<file path="config.mk">
export PLATFORM = sky130hd
export DESIGN_NAME = online_fir_ctrl
export DESIGN_NICKNAME = d
export VERILOG_FILES = /design/src/rtl/online_fir_ctrl.sv
export SDC_FILE = /design/constraint.sdc
export NUM_CORES = 1
export LEC_CHECK = 0
export ABC_AREA = 0
export BUFFER_PORTS_ARGS = -buffer_cell sky130_fd_sc_hd__buf_2
export CAP_MARGIN = 20
export CORE_MARGIN = 4
export CORE_UTILIZATION = 49
export DETAILED_ROUTE_END_ITERATION = 7
export GPL_TIMING_DRIVEN = 0
export PLACE_DENSITY = 0.86
export SLEW_MARGIN = 20
export SYNTH_ARGS = -nofsm -noshare
export SYNTH_HDL_FRONTEND = slang
export SYNTH_SLANG_ARGS = --single-unit
</file>
<file path="constraint.sdc">
create_clock -name clk -period 1.6 [get_ports clk]
set_input_delay 0.24 -clock clk [delete_from_list [all_inputs] [get_ports clk]]
set_output_delay 0.24 -clock clk [all_outputs]
set_load 0.02 [all_outputs]
</file>
<file path="src/rtl/online_fir_ctrl.sv">
// Sequencer for a tap-serial online-arithmetic FIR filter.
// One shared online CCM / online-adder datapath computes every tap product of a
// sample and accumulates it. This block drives the sample delay-line ring buffer,
// the coefficient select and the accumulator controls. It also handles the
// valid/ready handshakes on input samples and output results.
//
// Ports:
//   clk, rst_n           clock (rising edge), asynchronous active-low reset
//   in_valid / in_ready  input sample handshake
//   wr_en, wr_ptr        delay-line write strobe and slot for the next sample
//   rd_ptr               delay-line slot feeding the CCM this cycle
//   coef_sel             tap index / CCM coefficient select
//   tap_zero             force this tap's product to zero (slot never written)
//   acc_clr, acc_en      accumulator clear (with tap 0) and accumulate enable
//   out_valid/out_ready  result handshake
module online_fir_ctrl #(
   parameter int unsigned  TAPS    = 8,
   parameter int unsigned  Stage   = 4,
   parameter int unsigned  ADD_LAT = 1,
   localparam int unsigned AW      = $clog2(TAPS)
) (
   input  logic          clk,
   input  logic          rst_n,
   input  logic          in_valid,
   output logic          in_ready,
   output logic          wr_en,
   output logic [AW-1:0] wr_ptr,
   output logic [AW-1:0] rd_ptr,
   output logic [AW-1:0] coef_sel,
   output logic          tap_zero,
   output logic          acc_clr,
   output logic          acc_en,
   output logic          out_valid,
   input  logic          out_ready
);

   // Stage only sizes the datapath; it has no effect on sequencing.
   if (TAPS < 2 || ADD_LAT > 3 || Stage < 1) begin : g_param_err
      $error("online_fir_ctrl: unsupported parameter set");
   end

   localparam int unsigned CW = $clog2(TAPS + 1);

   localparam logic [1:0] StIdle  = 2'd0;
   localparam logic [1:0] StMac   = 2'd1;
   localparam logic [1:0] StDrain = 2'd2;
   localparam logic [1:0] StOut   = 2'd3;

   localparam logic [AW-1:0] TapLast   = AW'(TAPS - 1);
   localparam logic [AW:0]   TapsW     = (AW + 1)'(TAPS);
   localparam logic [CW-1:0] TapsC     = CW'(TAPS);
   localparam logic [1:0]    DrainLast = 2'((ADD_LAT == 0) ? 0 : ADD_LAT - 1);

   logic [1:0]    state_q, state_d;
   logic [AW-1:0] wr_ptr_q, wr_ptr_d;
   logic [AW-1:0] cur_ptr_q, cur_ptr_d;
   logic [AW-1:0] t_q, t_d;
   logic [CW-1:0] sample_cnt_q, sample_cnt_d;
   logic [1:0]    drain_q, drain_d;

   logic [CW-1:0] sample_incl;
   logic [AW-1:0] rd_raw;

   always_ff @(posedge clk or negedge rst_n) begin
      if (!rst_n) begin
         state_q      <= StIdle;
         wr_ptr_q     <= '0;
         cur_ptr_q    <= '0;
         t_q          <= '0;
         sample_cnt_q <= '0;
         drain_q      <= '0;
      end else begin
         state_q      <= state_d;
         wr_ptr_q     <= wr_ptr_d;
         cur_ptr_q    <= cur_ptr_d;
         t_q          <= t_d;
         sample_cnt_q <= sample_cnt_d;
         drain_q      <= drain_d;
      end
   end

   always_comb begin
      state_d      = state_q;
      wr_ptr_d     = wr_ptr_q;
      cur_ptr_d    = cur_ptr_q;
      t_d          = t_q;
      sample_cnt_d = sample_cnt_q;
      drain_d      = drain_q;
      case (state_q)
         StIdle: begin
            if (in_valid) begin
               cur_ptr_d = wr_ptr_q;
               t_d       = '0;
               state_d   = StMac;
            end
         end
         StMac: begin
            if (t_q == TapLast) begin
               t_d     = '0;
               drain_d = '0;
               state_d = (ADD_LAT == 0) ? StOut : StDrain;
            end else begin
               t_d = t_q + AW'(1);
            end
         end
         StDrain: begin
            if (drain_q == DrainLast) begin
               drain_d = '0;
               state_d = StOut;
            end else begin
               drain_d = drain_q + 2'd1;
            end
         end
         StOut: begin
            if (out_ready) begin
               // The slot advances only once the result is consumed, so the
               // sample just processed stays the newest entry until then.
               wr_ptr_d     = (wr_ptr_q == TapLast) ? '0 : wr_ptr_q + AW'(1);
               sample_cnt_d = (sample_cnt_q == TapsC) ? TapsC : sample_cnt_q + CW'(1);
               state_d      = StIdle;
            end
         end
         default: state_d = StIdle;
      endcase
   end

   // Samples held so far including the one being filtered, capped at TAPS.
   assign sample_incl = (sample_cnt_q == TapsC) ? TapsC : sample_cnt_q + CW'(1);

   // Newest sample first: walk the ring backwards from cur_ptr, wrapping below 0.
   always_comb begin
      if (t_q > cur_ptr_q) begin
         rd_raw = AW'({1'b0, cur_ptr_q} + TapsW - {1'b0, t_q});
      end else begin
         rd_raw = cur_ptr_q - t_q;
      end
   end

   always_comb begin
      in_ready  = (state_q == StIdle);
      wr_en     = in_valid & in_ready;
      wr_ptr    = wr_ptr_q;
      acc_en    = (state_q == StMac);
      acc_clr   = acc_en & (t_q == '0);
      coef_sel  = acc_en ? t_q : '0;
      rd_ptr    = acc_en ? rd_raw : '0;
      tap_zero  = acc_en & (CW'(t_q) >= sample_incl);
      out_valid = (state_q == StOut);
   end

endmodule

</file>
After elaboration in Yosys (flattened, before gate mapping):

Cells that the tools add are included.

* magnitude comparators: 2
* mux-type cells: 16
* multipliers: 0
* reduce and logical (&&, ||, !) cells: 10
* add/sub/neg operators: 7
* equal/unequal tests: 10
* shifts and indexed selects: 0
* bitwise gates (word level): 3
* div/mod/pow operators: 0

Operator list (number)
* $mux 3: 6
* $mux 2: 6
* $add 3x1->3 const B: 3
* $pmux 2 s4: 1
* $reduce_and 2->1: 4
* $eq 3x3->1 const B: 2
* $pmux 3 s2: 1
* $sub 3x3->3: 2
* $add 4x1->4 const B: 1
* $eq 2x2->1 const B: 2
* $eq 4x4->1 const B: 1
* $ge 3x4->1: 1
* $logic_not 2->1: 2
* $mux 4: 1
* $ne 2x1->1 const B: 2
* $ne 2x2->1 const B: 2
* $pmux 2 s2: 1
* $reduce_and 4->1: 1
* $reduce_bool 2->1: 2
* $and 1x1->1: 3
* $gt 3x3->1: 1
* $logic_not 3->1: 1
* $add 2x1->2 const B: 1
* $eq 2x1->1 const B: 1

* RAM bits: 0
* bits in read-only memories: 0
* output and inout bits: 15
* bits in latches: 0
* flip-flop bits (word level): 17
* input bits: 4
* memories kept: 0

Depth between registers and ports, before layout:

* depth in word-level cells: 4
* mapped depth: 9
* gate-level depth less buffers: 9

Worst setup path after synthesis:

OpenSTA, ideal clock, no wires.

* path type: register -> output
* from: reg sample_cnt_q[0]
* to: out tap_zero
* arrival time: 1549 ps
* path buffers: 0
* setup slack: -189 ps
* cell stages (with the launch flop): 10
* cells stage by stage: dfrtp_1 > inv_1 > ha_1 > nand2_1 > o21ai_0 > inv_1 > ha_1 > nor2b_1 > o21ai_0 > and3_1

* longest elaborated chain between the ends: 4
* elaborated cells on any way between the ends: 5
* classes of those cells: 1 x add/sub; 1 x order compare; 1 x eq/ne; 1 x mux; 1 x bitwise

Ends and longest elaborated chain
* start: declaration: RTL line 58 `logic [CW-1:0] sample_cnt_q, sample_cnt_d;`
* start signal: assignment: RTL line 77 `sample_cnt_q <= sample_cnt_d;`
* $add 4x1->4 or $eq 4x4->1 (tied branches): RTL line 128 `assign sample_incl = (sample_cnt_q == TapsC) ? TapsC : sample_cnt_q + CW'(1);`
* $mux 4 *: RTL line 128
* net sample_incl[0]: RTL line 61 `logic [CW-1:0] sample_incl;`
* $ge 3x4->1 *: RTL line 147 `tap_zero = acc_en & (CW'(t_q) >= sample_incl);`
* $and 1x1->1 *: RTL line 147
* end: declaration: RTL line 30 `output logic tap_zero,`

The timed path passes the listed nets; every way through them passes the cells marked *.

Worst setup path after layout:

Ends and elaborated chain as after synthesis.

==> metrics.yaml <==
reg2reg_depth: 6
drc_errors: 0
rsz0062_at_grt: "true"
dieWidth_um: 55.7
violations: "negative setup slack"
tightest_slew_ns: 0.382
r2r_slack_ns: -0.03
clk_path_buf_depth: 2
cts_tree: "built"
antennaDiodeCount: 0
numCtsBuffers: 3
worstHoldPathCells: 3
syn_avg_cell_area_um2: 10.0
ys_ff_latch: 17
synth_edf_count: 0
antenna_found_initial: 0
worstPathArrival_ns: 1.99
clock-sinks: 17
die-area_mm2: 0.00310
hp-start: "in_valid"
routedWlPerCell_um: 15.9
relSlewSlack: 0.745
maxCapViolCount: 0
postSynthCellCount: 111
grt_usage: 0.195
rr_startpoint: "t_q[0]"
holdPathEnd: "cur_ptr_q[0]"
initial_core_util: 0.540
die_h_um: 55.7
stdcell_count: 186
placed_area_mm2: 0.00124
synth_flop_cell: "dfrtp_1"
async_flop_share: 1.00
row_count: 16
timing.rr.end: "state_q[1]"
setup_ws_ns: -0.634
ios: 19
synth_top_area_frac: 0.382
clk_pin_slew_worst_paths_ns: 0.11
cp.required_ns: 1.36
dp_cells: 156
fmax_mhz: 448
grt_max_degree: 18
hold_class: "in2reg"
syn_to_final_growth_pct: 54.8
drtIter0Drc: 18
viasPerCell: 5.37
hold_viol: 0
vdd_drop_max_mv: 1.60
synthTopCellsByArea: "dfrtp_1 38%, ha_1 19%, inv_1 4.7%"
clk_latency_ns: 0.29
status: "complete, but fails checks"
vias: 999
finalSetupViolCount: 9
grt_pass1_wl_um: 4770
ys_seq_area_frac: 0.382
cp_max_fo: 4
finalCriticalPeriod_ns: 2.23
finalClockSkew_ns: 0.00698
criticalPathCategory: "reg2out"
dp_hpwl_um: 1680
ys_warn_count: 0
synth_cell_types: 26
p_per_area_mw_per_mm2: 2200
grt_pass1_vias: 1002
nets: 182
yosysTopAreaCell: "dfrtp_1"
leakage_uw: 0.000836
synth.net_count: 133
design_area_mm2: 0.00172
first_pass_iters: 4
core_mm2: 0.00206
startpoint_type: "flip-flop"
root_buffer: "clkbuf_4"
final_layout_size_suffix_gt1_frac: 0.579
slew_violations: 0
startpoint: "sample_cnt_q[0]"
gp_congestion: 0.757
wl_um: 2960
ant_nets: 0
fin_crit_sh: 1.40
port_buffers: 18
overflow: 0
netlist_top_cells_count: "17 x dfrtp_1, 17 x ha_1, 14 x inv_1, 10 x o21ai_0, 9 x nand2_1"
endpoint_kind: "output pin"
syn_area_mm2: 0.00111
htreeDepth: 1
worst max-delay path: stages (launching register included):
cell and delay [ns]:
dfrtp_1 0.43, inv_2 0.10, ha_4 0.14, nand2_4 0.05
o21ai_4 0.17, inv_2 0.07, ha_4 0.26, nor2b_1 0.05
o21ai_1 0.13, and3_4 0.19, buf_6 0.11
power breakdown:
group          switching (µW)  leakage, µW  internal, µW
Sequential                214     0.000214           605
Combinational            1280     0.000604          1470
Clock                     144    0.0000177          93.0
Total                    1640     0.000836          2160
per-layer routing:
metal | track usage | wire length [µm]
met1 | 0.220 | 1240
met2 | 0.372 | 1560
met3 | 0.0139 | 68
met4 | 0.0799 | 90
met5 | 0 | 0
stage by stage:
step                      setup TNS (ns)  hold slack, ns  worst slack, ns  total power (µW)  utilization
after floorplan                  -0.0953         -0.0556          -0.0921              1920            -
after global placement            -0.465           0.176           -0.299              2250        0.604
after detailed placement          -0.568           0.179           -0.347              2360        0.604
after CTS                          -1.58           0.240           -0.569              3310        0.772
after global routing               -2.23           0.286           -0.743              4080        0.836
final                              -1.69           0.264           -0.634              3800        0.836
worst max path at each step:
stage / end / slack, ns
final: tap_zero / -0.63
after global routing: tap_zero / -0.74
after CTS: tap_zero / -0.57
after detailed placement: tap_zero / -0.35
after global placement: tap_zero / -0.30
after floorplan: tap_zero / -0.09
state kept, by name, summed over array words and instances, names as in the netlist:
name,cells
drain_q,2
sample_cnt_q,4
wr_ptr,3
t_q,3
cur_ptr_q,3
state_q,2
cell families after synthesis:
| logic type | share of synthesized area |
|---|---|
| AOI/OAI and AO/OA | 0.124 |
| DFF | 0.382 |
| xor gates and xnor gates | 0.0315 |
| buffers and inverters | 0.0562 |
| and+or+nand+nor | 0.145 |
| muxes | 0.0528 |
| adders and majority gates | 0.209 |
repair_timing:
item | in CTS | in global routing
buffers inserted | 19 | 8
hold buffers | 1 | 0
endpoints found under the hold margin | 17 | 0
setup endpoints to repair | 10 | 12
gates resized for setup | 49 | 26
pin swaps | 11 | 9
layout by cell type, fill, tap and decap left out, types with 2 or more instances in the layout:
cell type  instances
dfrtp_2            3
ha_1               7
nand3_1            3
dfrtp_1           14
o21ai_0            8
mux2_2             3
nand2b_1           2
buf_6             14
inv_1              5
nand2_4            2
ha_4               7
inv_2              8
and2_4             4
buf_2             10
nand2_1            6
xor2_1             3
nor2b_4            2
a32o_1             4
buf_4             21
nor2_1             2
ha_2               3
nor2b_1            3
clkbuf_4           3
cell type report:
class                      instances  area, µm²
multi-input combinational         78        803
clock inverter                     1       5.00
fill                             103        338
inverter                          14       55.1
clock buffer                       3       22.5
buffer                             2       16.3
timing repair buffer              44        359
tap                               27       33.8
sequential                        17        429
Power figures use the tool's default switching activity.
